==> src/rtl/sys_array_pkg.sv <==
// sys_array_pkg: shared FSM state type, default widths and pipeline latency helper
package sys_array_pkg;

    typedef enum logic [1:0] {IDLE, LOAD_WT, COMPUTE, DRAIN} state_t;

    localparam int DATA_W_DEF = 8;
    localparam int ACC_W_DEF  = 24;

    function automatic int lat(input int n);
        return 2 * n;
    endfunction

endpackage

==> src/rtl/sys_pe.sv <==
// sys_pe: one weight-stationary processing element (held weight, data pass-through, psum stage)
module sys_pe #(
    parameter int DATA_W = 8,
    parameter int ACC_W  = 24
) (
    input  logic                     clk,
    input  logic                     reset,
    input  logic                     w_en,
    input  logic signed [DATA_W-1:0] w_in,
    input  logic signed [DATA_W-1:0] a_in,
    input  logic        [ACC_W-1:0]  psum_in,
    output logic signed [DATA_W-1:0] a_out,
    output logic        [ACC_W-1:0]  psum_out
);

    logic signed [DATA_W-1:0]   w;
    logic signed [2*DATA_W-1:0] prod;

    assign prod = (2*DATA_W)'(a_in) * (2*DATA_W)'(w);

    // weight holds until the next load; data moves right and the partial sum moves down every cycle
    always_ff @(posedge clk) begin
        if (reset) begin
            w        <= '0;
            a_out    <= '0;
            psum_out <= '0;
        end else begin
            if (w_en) w <= w_in;
            a_out    <= a_in;
            psum_out <= psum_in + ACC_W'(prod);
        end
    end

endmodule

==> src/rtl/sys_array_ws.sv <==
// sys_array_ws: parametrised N x N weight-stationary systolic matrix-vector unit with skew/deskew and load FSM
module sys_array_ws
    import sys_array_pkg::*;
#(
    parameter int N      = 3,
    parameter int DATA_W = DATA_W_DEF,
    parameter int ACC_W  = ACC_W_DEF
) (
    input  logic                  clk,
    input  logic                  reset,
    input  logic                  wt_load,
    input  logic                  wt_valid,
    input  logic [N*DATA_W-1:0]   wt_in,
    input  logic                  data_valid,
    input  logic                  data_last,
    input  logic [N*DATA_W-1:0]   data_in,
    output logic                  data_ready,
    output logic                  out_valid,
    output logic [N*ACC_W-1:0]    acc_out,
    output logic                  busy
);

    localparam int L  = lat(N);
    localparam int CW = $clog2(L) + 1;

    state_t                   state, state_nx;
    logic [CW-1:0]            cnt;
    logic                     load_beat;
    logic                     accept;
    logic [N-1:0]             we;
    logic [L-1:0]             vld;
    logic signed [DATA_W-1:0] feed [N];
    logic signed [DATA_W-1:0] a_h  [N][N-1];
    logic [ACC_W-1:0]         p_v  [N][N];
    logic [ACC_W-1:0]         col  [N];

    assign load_beat = (state == LOAD_WT) && wt_valid;
    assign accept    = data_valid && data_ready;
    assign out_valid = vld[L-1];

    // state register
    always_ff @(posedge clk) begin
        if (reset) state <= IDLE;
        else       state <= state_nx;
    end

    // next-state logic
    always_comb begin
        state_nx = state;
        case (state)
            IDLE:    if (wt_load) state_nx = LOAD_WT;
            LOAD_WT: if (load_beat && cnt == CW'(N-1)) state_nx = COMPUTE;
            COMPUTE: if (accept && data_last) state_nx = DRAIN;
            DRAIN:   if (cnt == CW'(L-1)) state_nx = IDLE;
            default: state_nx = IDLE;
        endcase
    end

    // state-decoded outputs
    always_comb begin
        data_ready = (state == COMPUTE);
        busy       = (state != IDLE);
    end

    // row index during load, cycle count during drain; restarts on every state change
    always_ff @(posedge clk) begin
        if (reset) cnt <= '0;
        else       cnt <= (state_nx != state) ? '0 : cnt + CW'(state != LOAD_WT || wt_valid);
    end

    // one-hot row write enable for the weight beat currently being loaded
    always_comb begin
        for (int i = 0; i < N; i++) we[i] = load_beat && (cnt == CW'(i));
    end

    // valid bit shadows each accepted vector through skew, array and deskew
    always_ff @(posedge clk) begin
        if (reset) vld <= '0;
        else       vld <= {vld[L-2:0], accept};
    end

    for (genvar i = 0; i < N; i++) begin : g_skew
        if (i == 0) begin : g_direct
            assign feed[i] = data_in[0 +: DATA_W];
        end else begin : g_delay
            logic [DATA_W-1:0] s [i];
            // row i enters i cycles late to meet the partial sum coming down its column
            always_ff @(posedge clk) begin
                if (reset) begin
                    for (int k = 0; k < i; k++) s[k] <= '0;
                end else begin
                    s[0] <= data_in[i*DATA_W +: DATA_W];
                    for (int k = 1; k < i; k++) s[k] <= s[k-1];
                end
            end
            assign feed[i] = s[i-1];
        end
    end

    for (genvar i = 0; i < N; i++) begin : g_row
        for (genvar j = 0; j < N; j++) begin : g_col
            logic signed [DATA_W-1:0] a_i, a_o;
            logic [ACC_W-1:0]         p_i;
            if (j == 0) begin : g_first
                assign a_i = feed[i];
            end else begin : g_inner
                assign a_i = a_h[i][j-1];
            end
            if (j < N-1) begin : g_pass
                assign a_h[i][j] = a_o;
            end else begin : g_tail
                logic signed [DATA_W-1:0] a_unused;
                assign a_unused = a_o;
            end
            if (i == 0) begin : g_top
                assign p_i = '0;
            end else begin : g_below
                assign p_i = p_v[i-1][j];
            end
            sys_pe #(.DATA_W(DATA_W), .ACC_W(ACC_W)) u_pe (
                .clk      (clk),
                .reset    (reset),
                .w_en     (we[i]),
                .w_in     (wt_in[j*DATA_W +: DATA_W]),
                .a_in     (a_i),
                .psum_in  (p_i),
                .a_out    (a_o),
                .psum_out (p_v[i][j])
            );
        end
    end

    for (genvar j = 0; j < N; j++) begin : g_deskew
        if (j == N-1) begin : g_direct
            assign col[j] = p_v[N-1][j];
        end else begin : g_delay
            logic [ACC_W-1:0] d [N-1-j];
            // column j finishes N-1-j cycles before the last column, so hold it back to align lanes
            always_ff @(posedge clk) begin
                if (reset) begin
                    for (int k = 0; k < N-1-j; k++) d[k] <= '0;
                end else begin
                    d[0] <= p_v[N-1][j];
                    for (int k = 1; k < N-1-j; k++) d[k] <= d[k-1];
                end
            end
            assign col[j] = d[N-2-j];
        end
    end

    // capture the aligned result row; hold it between valid results
    always_ff @(posedge clk) begin
        if (reset) begin
            acc_out <= '0;
        end else if (vld[L-2]) begin
            for (int j = 0; j < N; j++) acc_out[j*ACC_W +: ACC_W] <= col[j];
        end
    end

endmodule

==> config.mk <==
export PLATFORM = sky130hd
export DESIGN_NAME = sys_array_ws
export DESIGN_NICKNAME = d
export VERILOG_FILES = /design/src/rtl/sys_array_pkg.sv /design/src/rtl/sys_pe.sv /design/src/rtl/sys_array_ws.sv
export SDC_FILE = /design/constraint.sdc
export NUM_CORES = 2
export LEC_CHECK = 0
export BUFFER_PORTS_ARGS = -buffer_cell sky130_fd_sc_hd__buf_4
export CAP_MARGIN = 20
export CORE_MARGIN = 2
export CORE_UTILIZATION = 44
export CTS_BUF_LIST = sky130_fd_sc_hd__clkbuf_2 sky130_fd_sc_hd__clkbuf_4 sky130_fd_sc_hd__clkbuf_8
export DETAILED_ROUTE_END_ITERATION = 16
export SETUP_SLACK_MARGIN = 0.02
export SYNTH_ARGS = -nofsm -noshare
export SYNTH_HDL_FRONTEND = slang
export SYNTH_SLANG_ARGS = --single-unit
==> constraint.sdc <==
create_clock -name clk -period 5.3 [get_ports clk]
set_input_delay 0.265 -clock clk [delete_from_list [all_inputs] [get_ports clk]]
set_output_delay 0.265 -clock clk [all_outputs]
set_load 0.02 [all_outputs]
## Word level (Yosys, flattened, before mapping)

Memories as Yosys holds them, arrays and structs flattened. A register that Yosys moved wholly into a read port is not among the register bits.
Cells that the tools add are included.

- $add $sub $neg: 7
- Multiply operators: 9
- Eq/ne operators: 8
- Mux-type cells: 16
- Bitwise gates (word level): 4
- Reduce and logical (&&, ||, !) cells: 13

Operator list:

| operator | count |
|---|---|
| $mul 8x8->16 | 9 |
| $add 24x24->24 | 3 |
| $mux 24 | 3 |
| $add 16x16->17 | 3 |
| $mux 8 | 3 |
| $reduce_or 24->1 | 1 |
| $mux 2 | 4 |
| $pmux 2 s4 | 1 |
| $reduce_or 8->1 | 1 |
| $logic_and 1x1->1 | 6 |
| $mux 1 | 5 |
| $add 4x1->4 | 1 |
| $eq 2x2->1 const B | 2 |
| $eq 4x1->1 const B | 1 |
| $eq 4x2->1 const B | 1 |
| $eq 4x3->1 const B | 1 |
| $logic_not 4->1 | 1 |
| $or 1x1->1 | 4 |
| $eq 2x1->1 const B | 1 |
| $logic_not 2->1 | 1 |
| $ne 2x1->1 const B | 1 |
| $ne 2x2->1 | 1 |
| $reduce_bool 2->1 | 1 |
| $reduce_or 2->1 | 1 |
| $logic_or 1x1->1 | 1 |

- Register bits: 396
- Memory bits (writable): 96
- Output and inout bits: 75
- Memories kept: 4

Memory list:

| memory | depth | bits a word | read ports | clocked after Yosys merged registers in | wr ports | RTL line | text |
|---|---|---|---|---|---|---|---|
| g_deskew[0].g_delay.d | 2 | 24 | 2 | 1 | 2 | sys_array_ws.sv:137 | `logic [ACC_W-1:0] d [N-1-j];` |
| g_deskew[1].g_delay.d | 1 | 24 | 1 | 1 | 1 | sys_array_ws.sv:137 |  |
| g_skew[2].g_delay.s | 2 | 8 | 2 | 0 | 2 | sys_array_ws.sv:86 | `logic [DATA_W-1:0] s [i];` |
| g_skew[1].g_delay.s | 1 | 8 | 1 | 0 | 1 | sys_array_ws.sv:86 |  |

## Logic depth before layout (Yosys ltp)

- Word-level depth: 7
- Mapped depth: 26
- Depth with buffers taken out: 25

## Cells and area by module

From an unflattened synthesis, not the netlist that was laid out.

- Cell total of the unflattened synthesis: 5311
- Area, all modules: 49134.6 um^2

Modules (own cells, without submodules):

| module | instances | cells an instance | area each (um^2) | sequential area each (um^2) |
|---|---|---|---|---|
| sys_pe (g_row[0].g_col[1].u_pe ...) | 2 | 555 | 4942.2 | 800.8 |
| sys_pe (g_row[2].g_col[1].u_pe ...) | 2 | 531 | 4833.4 | 800.8 |
| sys_pe (g_row[1].g_col[1].u_pe ...) | 2 | 521 | 4733.3 | 800.8 |
| sys_array_ws | 1 | 489 | 5612.9 | 3603.5 |
| sys_pe (g_row[2].g_col[0].u_pe) | 1 | 533 | 4882.2 | 800.8 |
| sys_pe (g_row[0].g_col[0].u_pe) | 1 | 546 | 4862.2 | 800.8 |
| sys_pe (g_row[1].g_col[0].u_pe) | 1 | 529 | 4759.6 | 800.8 |

## Least setup slack after synthesis

OpenSTA, ideal clock, no wires.

- Path type: reg-to-reg
- Start point: memory g_skew[2].g_delay.s[1][7], in the netlist g_skew[2].g_delay.s[0][15]
- End point: register g_row[2].g_col[0].u_pe.psum_out[16]
- Library setup time: 128 ps
- Arrival time: 5406 ps
- Required time: 5172 ps
- Path slack: -233 ps
- Cell stages (with the launch flop): 24
- Path buffers: 1
- Clock period less this slack: 5533 ps
- Path through: dfxtp_1 > clkbuf_1 > and2_1 > fa_1 > inv_1 > fa_1 > inv_1 > fa_1 > inv_1 > fa_1 > inv_1 > ha_1 > a2111oi_4 > nor3_1 > a2111oi_2 > xnor2_1 > ha_1 > and2_1 > a221o_1 > a21oi_1 > o31ai_1 > a21oi_1 > xor2_1 > nor2_1

RTL lines:

| item | RTL line | text |
|---|---|---|
| from (decl) | sys_array_ws.sv:86 |  |
| to (signal assigned) | sys_pe.sv:30 | `psum_out <= psum_in + ACC_W'(prod);` |
| to (decl) | sys_pe.sv:13 | `output logic [ACC_W-1:0] psum_out` |

## Final worst setup path

- Start point: register g_row[2].g_col[0].u_pe.w[2]
- End point: register g_row[2].g_col[0].u_pe.psum_out[16]

- Word-level cells in the longest chain between the ends: 2

Ends and longest elaborated chain:

| item | RTL line | text |
|---|---|---|
| from (decl) | sys_pe.sv:16 | `logic signed [DATA_W-1:0] w;` |
| from (signal assigned) | sys_pe.sv:28 | `if (w_en) w <= w_in;` |
| $mul 8x8->16 | sys_pe.sv:19 | `assign prod = (2*DATA_W)'(a_in) * (2*DATA_W)'(w);` |
| $add 24x24->24 | sys_pe.sv:30 |  |

Every way passes these cells.
A chain may end at the register's enable or synchronous reset.

==> results.md <==
* Status: finished, violations left
* Failing checks: negative setup slack
* Leak pwr at 22.77 nW
* Sequential fraction of the synthesis area at 23.62%
* Max rail drop VDD at 203.4 uV
* Commonest non-fill, non-tap cell in the layout: inv_1
* Setup ws final at -0.2714 ns
* Post-synthesis mux area share at 2.178%
* Min-Delay Path Depth at 5
* Cell area after layout at 47980 sq um
* FF+latch count, synth at 471
* Avg Synthesized Cell Area at 9.430 sq um
* Syn_nets at 5196
* CP Capture Type: register
* Total Neg Setup Slack at -1.412 ns
* Maximum clock rate at 179.5 MHz
* Min-Delay Path Class: in -> reg
* Synth Area in Compound Gates at 6.396%
* TritonCTS clock tree: done
* Reg2reg path depth at 23
* First-pass iteration count of the detailed router at 6
* Flop-to-flop setup slack at -0.27 ns
* DRT Wirelength at 88370 um
* Final core occ at 53.30%
* Drt first-iter violations at 1303
* Fin nets at 5657
* H-tree levels at 3
* Die H at 305.2 um
* RSZ-0062 raised after global routing: yes
* Synth-to-layout area growth at 20.16%
* Max-cap check violation count at 0
* Slew headroom at 39.63%
* Gr usage total at 19.74%
* DR top layer: met5
* Post-Route M1 WL at 40680 um
* RePlAce Congestion at 0.8595
* CP delay by family, top: adder cells
* Core Region at 90010 sq um
* Largest family of logic cells by synthesized area: adder cells
* CP required at 5.86 ns
* Most frequent cells in the layout: 736 x inv_1, 555 x fa_1, 423 x dfxtp_1
* Routed wl met3 at 3102 um
* Dpl cell area at 43610 sq um
* HPWL after detailed placement at 69570 um
* Post-Synth Simple-Gate Area at 17.04%
* Met2 WL post-DR at 42740 um
* Later-pin clock latency in the skew report at 0.73 ns
* IO Count at 129
* Cell count after synthesis at 4234
* Final Hold Fails at 0
* # setup viols final at 11
* Routed wire per std cell at 14.87 um
* CP Cell Sequence: and2_4, fa_1, inv_2, fa_1, inv_1, fa_1, inv_1, fa_1, inv_2, ha_4, a2111oi_4, nor3_2, a2111oi_4, buf_4, xnor2_2, ha_1, and2_4, a221o_1, a21oi_2, o31ai_4, a21oi_2, xor2_1, nor2_1
* Synth async-reset ratio at 0%
* Number of global-route vias before repair at 30350
* Vias at 28620
* Die Area at 93170 sq um
* Synth unique cells at 65
* Largest net degree at the start of global routing at 194
* Vias per cell at 4.814
* CP max-delay cell: fa_1
* Layout cells sized above 1 at 16.41%
* Post-Synth XOR/XNOR Area at 3.576%
* Tmin final at 5.571 ns
* Synth Area in Adders at 39.00%
* Crit path DAT at 6.13 ns
* CP Buf/Inv Count at 5
* Worst-path clk slew at 0.06 ns
* Most frequent CP cell: fa_1
* Die extent in x at 305.2 um
* Critical path class: reg -> reg
* Std-Cell Rows at 110
* Worst-Margin Slew at 0.9056 ns
* Type of origin of the critical path: register
* TritonCTS Buffers at 87
* Global-route wire length before repair at 150400 um
* Root buf cell: clkbuf_8
* Final ANT Viol Nets at 0
* CP Depth at 23
* Pwr/cell area at 181.4 nW/um^2
* Grt ovf at 0
* Slowest stage delay, CP at 0.55 ns
* DRC errors left at 0
* Area of the mapped netlist at 39930 sq um
* Clock skew at 0.04243 ns
* CTS Buffer Depth at 3
* Buffers on Ports at 128
* Max FO, Critical Path at 5
* Initial antenna violation count at 6
* Initial Util at 44.36%
* Fin. max-slew vios at 0
* Most used DFF post-synth: dfxtp_1
* Clk sinks at 471
* Synth warn at 0
* Tcrit/Tclk final at 105.1%
* Post-synth EDFFs at 0
==> final cells by class <==
class / instances / area [sq um]
Fill cell: 8350 / 42030
Multi-Input combinational cell: 2892 / 28210
Sequential cell: 471 / 9532
Timing Repair Buffer: 481 / 3991
Inverter: 762 / 2863
Clock buffer: 128 / 1624
Tap cell: 1176 / 1471
Clock inverter: 32 / 281.5
Antenna cell: 3 / 7.507
==> worst paths after layout <==
kind                                         endpoint                         from
setup / recovery  g_row[2].g_col[0].u_pe.psum_out[16]  g_row[2].g_col[0].u_pe.w[2]
hold reg to reg             g_skew[2].g_delay.s[0][9]    g_skew[2].g_delay.s[0][1]
setup reg to reg  g_row[2].g_col[0].u_pe.psum_out[16]  g_row[2].g_col[0].u_pe.w[2]
hold / removal                                 cnt[0]                      wt_load
==> through the flow <==
stage          power, mW  setup WS (ns)  hold slack, ns  cells
6_report           8.703        -0.2714         0.06273   5945
5_1_grt            9.163        -0.5064         0.04074   5945
4_1_cts            8.819        -0.3299        0.001126   5919
3_5_place_dp       4.881        -0.3588          0.4212   5642
3_3_place_gp       4.866        -0.2993          0.4168   5642
2_1_floorplan      4.519       -0.04942          0.3932   4234
==> cells in the mapped netlist (all sizes together) (3+ instances only) <==
master / n / area [sq um]
a31oi: 17 / 106.4
o21bai: 10 / 75.07
or2: 5 / 31.28
clkbuf: 100 / 375.4
fa: 561 / 11230
mux2: 12 / 138.9
a211oi: 14 / 110.1
a21boi: 3 / 22.52
and3: 13 / 81.33
o31a: 5 / 43.79
nand4: 5 / 31.28
o221a: 4 / 45.04
buf: 9 / 33.78
dfxtp: 471 / 9429
nand2b: 58 / 362.9
or4: 3 / 22.52
nor3: 35 / 180.2
xnor2: 109 / 954.7
o21a: 23 / 172.7
nor4: 3 / 18.77
a2111oi: 11 / 165.2
nand3: 20 / 100.1
nor2: 244 / 915.9
a21oi: 166 / 842.1
nand2: 371 / 1393
o22ai: 5 / 37.53
inv: 762 / 2860
nor3b: 7 / 52.55
o311ai: 3 / 26.28
a21o: 49 / 367.9
o211ai: 3 / 22.52
mux2i: 73 / 730.7
ha: 347 / 4342
xor2: 54 / 473.0
nor2b: 228 / 1426
or3: 12 / 75.07
a221oi: 5 / 50.04
o21ai: 59 / 295.3
and2: 331 / 2071
==> where the power goes <==
part           internal, mW  total [mW]  switching, mW  leakage (nW)
clock network          2.14        3.81           1.67          1.03
registers              3.66        3.77          0.106          3.84
logic                 0.517        1.13          0.613          17.9
total                  6.32        8.70           2.39          22.8
==> worst register-to-register path, stage by stage, from the launching register on <==
cell and delay [ns]:
dfxtp_4 0.37, and2_4 0.16, fa_1 0.55, inv_2 0.04
fa_1 0.49, inv_1 0.05, fa_1 0.47, inv_1 0.05
fa_1 0.48, inv_2 0.05, ha_4 0.24, a2111oi_4 0.35
nor3_2 0.11, a2111oi_4 0.29, buf_4 0.18, xnor2_2 0.11
ha_1 0.27, and2_4 0.15, a221o_1 0.34, a21oi_2 0.22
o31ai_4 0.11, a21oi_2 0.14, xor2_1 0.16, nor2_1 0.05
==> per-layer routing <==
metal | GRT usage (%) | up-vias
li1 | - | 13970
met1 | 26.05 | 14120
met2 | 34.09 | 398
met3 | 2.628 | 125
met4 | 5.224 | 6
met5 | 0 | -
==> cell families after synthesis <==
kind of cell,count (synthesis)
xor gates and xnor gates,163
and+or+nand+nor,1340
buffers and inverters,871
DFF,471
AOI/OAI and AO/OA,396
adders and majority gates,908
muxes,85
==> what timing repair did <==
action	in CTS	in global routing
gates resized for setup	61	224
buffers inserted	6	22
gates cloned	0	0
hold buffers	111	0
hold endpoints to repair	126	0
endpoints found under the setup margin	31	46
pin swaps	17	90
==> sequential cells by signal (all words and copies together) (netlist names) <==
name	count
g_row.g_col.u_pe.a_out	48
vld	6
g_row.g_col.u_pe.w	72
acc_out	72
state	2
g_skew.g_delay.s	24
cnt	4
g_row.g_col.u_pe.psum_out	171
g_deskew.g_delay.d	72
(Power assumes the default switching activity.)
